==> config.mk <==
export PLATFORM = sky130hd
export DESIGN_NAME = tx_burst_ctrl
export DESIGN_NICKNAME = d
export VERILOG_FILES = /design/src/rtl/tx_pkg.sv /design/src/rtl/tx_shift_unit.sv /design/src/rtl/tx_burst_ctrl.sv
export SDC_FILE = /design/constraint.sdc
export NUM_CORES = 1
export LEC_CHECK = 0
export ABC_CLOCK_PERIOD_IN_PS = 2750
export CAP_MARGIN = 20
export CORE_UTILIZATION = 40
export CTS_CLUSTER_SIZE = 28
export DETAILED_ROUTE_END_ITERATION = 8
export MAX_ROUTING_LAYER = met4
export PLACE_DENSITY = 0.77
export SLEW_MARGIN = 20
export SYNTH_ARGS = -nofsm -noshare
export SYNTH_HDL_FRONTEND = slang
export SYNTH_SLANG_ARGS = --single-unit
==> constraint.sdc <==
create_clock -name clk -period 2.75 [get_ports clk]
set_clock_uncertainty 0.05 [all_clocks]
set_input_delay 0.275 -clock clk [delete_from_list [all_inputs] [get_ports clk]]
set_output_delay 0.275 -clock clk [all_outputs]
set_load 0.005 [all_outputs]
==> src/rtl/tx_pkg.sv <==
// Shared definitions for the serial TX burst sequencer: state encoding, limits and
// the power-of-two legality helper.
package tx_pkg;

   typedef logic [2:0] state_t;

   localparam state_t IDLE  = 3'd0;
   localparam state_t CHECK = 3'd1;
   localparam state_t FETCH = 3'd2;
   localparam state_t SHIFT = 3'd3;
   localparam state_t ACK   = 3'd4;
   localparam state_t FIN   = 3'd5;

   localparam int unsigned BYTE_W    = 8;
   localparam int unsigned MAX_SIZE  = 4;
   localparam int unsigned MAX_BURST = 64;

   function automatic logic is_pow2_le(input int unsigned val, input int unsigned max_val);
      return (val != 0) && ((val & (val - 1)) == 0) && (val <= max_val);
   endfunction

endpackage

==> src/rtl/tx_shift_unit.sv <==
// Beat shift register: loads a beat left-aligned, shifts it out MSB-first and
// tracks how many bits of the current beat remain.
module tx_shift_unit #(
   parameter int unsigned DATA_W = 32
) (
   input  logic              clk,
   input  logic              rst_n,
   input  logic              load,
   input  logic              shift,
   input  logic              clr,
   input  logic              oe,
   input  logic [3:0]        size,
   input  logic [DATA_W-1:0] data_in,
   output logic              sda_out,
   output logic [5:0]        bits_left
);
   import tx_pkg::*;

   localparam int unsigned SW = $clog2(DATA_W + 1);

   logic [DATA_W-1:0] sreg_q;
   logic [5:0]        bits_q;
   logic [6:0]        act_bits;
   logic [SW-1:0]     shamt;

   assign act_bits = {size, 3'b000};
   // Left-align the active bytes; anything above the active width falls off the top.
   assign shamt    = SW'(DATA_W) - SW'(act_bits);

   always_ff @(posedge clk or negedge rst_n) begin
      if (!rst_n) begin
         sreg_q <= '0;
         bits_q <= '0;
      end else if (clr) begin
         sreg_q <= '0;
         bits_q <= '0;
      end else if (load) begin
         sreg_q <= data_in << shamt;
         bits_q <= act_bits[5:0];
      end else if (shift) begin
         sreg_q <= {sreg_q[DATA_W-2:0], 1'b0};
         bits_q <= bits_q - 6'd1;
      end
   end

   assign sda_out   = oe & sreg_q[DATA_W-1];
   assign bits_left = bits_q;

endmodule

==> src/rtl/tx_burst_ctrl.sv <==
// Burst transmit sequencer: validates a command, fetches each beat, serialises it
// on bit_tick and samples the ACK slot, reporting completion and errors.
module tx_burst_ctrl #(
   parameter int unsigned DATA_W    = 32,
   parameter int unsigned MAX_SIZE  = tx_pkg::MAX_SIZE,
   parameter int unsigned MAX_BURST = tx_pkg::MAX_BURST
) (
   input  logic              clk,
   input  logic              rst_n,
   input  logic              cmd_valid,
   output logic              cmd_ready,
   input  logic [6:0]        cmd_burst,
   input  logic [3:0]        cmd_size,
   input  logic              abort,
   input  logic              data_valid,
   output logic              data_ready,
   input  logic [DATA_W-1:0] data_in,
   input  logic              bit_tick,
   input  logic              ack_in,
   output logic              sda_out,
   output logic              sda_oe,
   output logic              busy,
   output logic              done,
   output logic              err_cfg,
   output logic              err_nack,
   output logic              err_abort,
   output logic [6:0]        beats_left,
   output logic [5:0]        bits_left
);
   import tx_pkg::*;

   state_t     state_q, state_d;
   logic [6:0] burst_q, beats_q, beats_d;
   logic [3:0] size_q;
   logic       done_q, cfg_q, nack_q, abrt_q;
   logic       cfg_d, nack_d, abrt_d;
   logic       load, shift, cfg_ok, active;

   assign cfg_ok = is_pow2_le(32'(burst_q), MAX_BURST) && is_pow2_le(32'(size_q), MAX_SIZE);
   assign active = (state_q != IDLE) && (state_q != FIN);

   always_comb begin
      state_d = state_q;
      beats_d = beats_q;
      load    = 1'b0;
      shift   = 1'b0;
      cfg_d   = 1'b0;
      nack_d  = 1'b0;
      abrt_d  = 1'b0;
      // Abort wins over any tick or handshake landing in the same cycle.
      if (abort && active) begin
         state_d = FIN;
         abrt_d  = 1'b1;
      end else begin
         case (state_q)
            IDLE: if (cmd_valid) state_d = CHECK;
            CHECK: begin
               if (cfg_ok) begin
                  beats_d = burst_q;
                  state_d = FETCH;
               end else begin
                  state_d = FIN;
                  cfg_d   = 1'b1;
               end
            end
            FETCH: begin
               if (data_valid) begin
                  load    = 1'b1;
                  state_d = SHIFT;
               end
            end
            SHIFT: begin
               if (bit_tick) begin
                  shift = 1'b1;
                  if (bits_left == 6'd1) state_d = ACK;
               end
            end
            ACK: begin
               if (bit_tick) begin
                  if (!ack_in) begin
                     beats_d = beats_q - 7'd1;
                     state_d = (beats_q == 7'd1) ? FIN : FETCH;
                  end else begin
                     state_d = FIN;
                     nack_d  = 1'b1;
                  end
               end
            end
            FIN:     state_d = IDLE;
            default: state_d = IDLE;
         endcase
      end
   end

   always_ff @(posedge clk or negedge rst_n) begin
      if (!rst_n) begin
         state_q <= IDLE;
         burst_q <= '0;
         size_q  <= '0;
         beats_q <= '0;
         done_q  <= 1'b0;
         cfg_q   <= 1'b0;
         nack_q  <= 1'b0;
         abrt_q  <= 1'b0;
      end else begin
         state_q <= state_d;
         beats_q <= beats_d;
         done_q  <= (state_d == FIN);
         cfg_q   <= cfg_d;
         nack_q  <= nack_d;
         abrt_q  <= abrt_d;
         if (state_q == IDLE && cmd_valid) begin
            burst_q <= cmd_burst;
            size_q  <= cmd_size;
         end
      end
   end

   tx_shift_unit #(
      .DATA_W (DATA_W)
   ) u_shift (
      .clk       (clk),
      .rst_n     (rst_n),
      .load      (load),
      .shift     (shift),
      .clr       (state_q == FIN),
      .oe        (sda_oe),
      .size      (size_q),
      .data_in   (data_in),
      .sda_out   (sda_out),
      .bits_left (bits_left)
   );

   assign cmd_ready  = (state_q == IDLE);
   assign busy       = (state_q != IDLE);
   assign data_ready = (state_q == FETCH) && !abort;
   assign sda_oe     = (state_q == SHIFT);
   assign done       = done_q;
   assign err_cfg    = cfg_q;
   assign err_nack   = nack_q;
   assign err_abort  = abrt_q;
   assign beats_left = beats_q;

endmodule
==> qor.yml <==
status: "completed"
post-place-ws_ns: 0.318
dpl_cell_area_um2: 4670
clock_power_share_pct: 18.0
ys.flop_type: "dfrtp_1"
finalSetupViolCount: 0
rsz0062_at_grt: "false"
grt_first_pass_wirelength_mm: 16.4
end_kind: "output port"
grt_max_degree: 58
r2r-start: "burst_q[0]"
wl_per_cell_um: 16.0
setup.worst_path.start_class: "flip-flop"
finalInstanceArea_um2: 4880
synthArstFlopShare_pct: 100
synth_area_leaders: "dfrtp_1, nand2_1, mux2i_1, o31ai_1, o21ai_0"
dr_total_vias: 3521
drv_slew: 0
cp.required_ns: 2.42
drt-initial-drc-count: 222
routed_wl_mm: 9.98
diodes: 0
cp_max_fo: 21
place.gp.congestion: 0.846
track_usage_pct: 21.8
yosys_warnings: 0
h-tree-depth: 3
postSynthAreaPerCell_um2: 8.97
finalHoldViolCount: 0
drtPass1Iterations: 6
cts_root_buf: "clkbuf_8"
cts_tree: "yes"
worstPathArrival_ns: 2.09
ys_types: 52
cts.sink_count: 63
coreArea_um2: 9240
drive_gt1_share_pct: 10.3
ios: 72
synth_seq_area_share_pct: 41.3
holdWs_ns: 0.364
fin_cells: 622
cts_resized: 0
syn_area_um2: 3820
chipHeight_um: 99.7
numCtsBuffers: 9
fin_setup_tns_ns: 0
p_int_mw: 2.55
p_leak_nw: 1.97
synth_edf_count: 0
critPathKind: "flip-flop to output port"
critPathLaunch: "state_q[2]"
layout.nets: 545
min_path_type: "input port to async pin"
synth-seq-cells: 63
clock_latency_ns: 0.35
clk_pin_slew_ns: 0.08
irDropWorstVdd_v: 0.000522
p_comb_share_pct: 51.2
p_per_area_nw_per_um2: 930
yosysTopAreaCellShare_pct: 41.3
placed_cells: 605
netlist_top_cells_count: "nand2_1, dfrtp_1, o21ai_0, clkbuf_1, o31ai_1"
post-route-period-util_pct: 87.7
grt_pass1_vias: 3284
drv_cap: 0
die_x_um: 99.7
fmaxAchievable_mhz: 414
drc: 0
cts_buffer_depth: 2
period_needed_ns: 2.41
viasPerCell: 5.66
slew_headroom_pct: 57.9
fin_ws_ns: 0.337
dp_hpwl_mm: 7.25
use_met2_pct: 33.7
power_switching_mw: 1.99
swShare_pct: 43.8
grtUsageMet1_pct: 29.4
seq_power_share_pct: 30.8
top_usage_layer: "met2"
syn-num-nets: 483
grt_remaining_overflow: 0
synthToLayoutAreaGrowth_pct: 27.7
start_util_pct: 41.4
nFillCells: 861
dieArea_um2: 9950
antenna_left: 0
antenna_found_initial: 0
netlist_instances: 426
yosys.area.top_type: "dfrtp_1"
row_count: 35
use_met3_pct: 3.87
io_buffers: 71
synth_most_common_cell: "nand2_1"
worst_slew_pin_slew_ns: 0.631
[power groups by stage]
stage	combinational (mW)	clock [mW]	sequential, mW
floorplan	1.59	0	1.33
global placement	2.26	0	1.40
detailed placement	2.30	0	1.41
CTS	2.31	0.827	1.39
global route	2.56	0.874	1.43
finish	2.32	0.816	1.40
[layout make-up]
class,count,area (um2),area share (%)
multi-input combinational,315,2070,42.5
sequential,63,1580,32.3
timing repair buffer,83,811,16.6
tap,129,161,3.31
clock buffer,9,124,2.54
clock inverter,7,73.8,1.51
inverter,16,60.1,1.23
[logic make-up after synthesis]
family / count (synthesis) / share of synthesized area, %
AOI/OAI and AO/OA: 136 / 24.8
xor gates and xnor gates: 4 / 0.917
adders and majority gates: 7 / 2.29
buffers and inverters: 48 / 4.78
DFF: 63 / 41.3
muxes: 28 / 7.60
and+or+nand+nor: 140 / 18.4
[final timing paths]
kind                       depth (start not counted)            endpoint  slack (ns)
max                                                2          data_ready        0.34
min in group clk                                   2  u_shift.sreg_q[12]        0.44
min                                                2       beats_left[1]        0.36
max reg2reg                                        5       beats_left[6]        0.43
max in group asynchronous                          3  u_shift.sreg_q[11]        1.57
min reg2reg                                        2  u_shift.sreg_q[12]        0.44
[sequential cells by signal, indices dropped and copies added, names as in the netlist]
name,count
done,1
state_q,3
err_abort,1
burst_q,7
u_shift.sreg_q,32
err_cfg,1
u_shift.bits_left,6
err_nack,1
beats_left,7
size_q,4
[critical path, cell delays in order (launching register included)]
cell and delay [ns]:
dfrtp_1 0.62, nor4b_2 0.53, clkdlybuf4s50_1 0.59
[what timing repair did]
item | 4_1_cts | 5_1_grt
hold endpoints to repair | 19 | 0
setup buffers | 0 | 0
hold buffers | 1 | 0
[routing by layer]
layer	vias to the layer above	wire (um)
met2	125	4670
li1	1693	-
met4	0	116
met3	15	548
met1	1688	4650
met5	-	0
[through the flow]
| stage | total power, mW | util (%) |
|---|---|---|
| 6_report | 4.54 | 52.8 |
| 5_1_grt | 4.87 | 52.8 |
| 3_5_place_dp | 3.71 | 50.6 |
| 3_3_place_gp | 3.66 | 50.6 |
| 4_1_cts | 4.53 | 52.8 |
| 2_1_floorplan | 2.92 | - |
[cells in the final DEF (no fill, tap or decap), drive strengths merged, types with 8 or more instances in the layout]
cell type,instances
inv,16
mux2,8
nand3,13
nor2b,10
a21oi,17
a22oi,14
nand2,64
buf,12
o31a,10
o31ai,24
o21ai,27
clkbuf,9
nor2,13
nor3,9
dfrtp,63
clkdlybuf4s50,70
mux2i,20
a211oi,10
No activity file was read; power rests on OpenSTA's default activity.
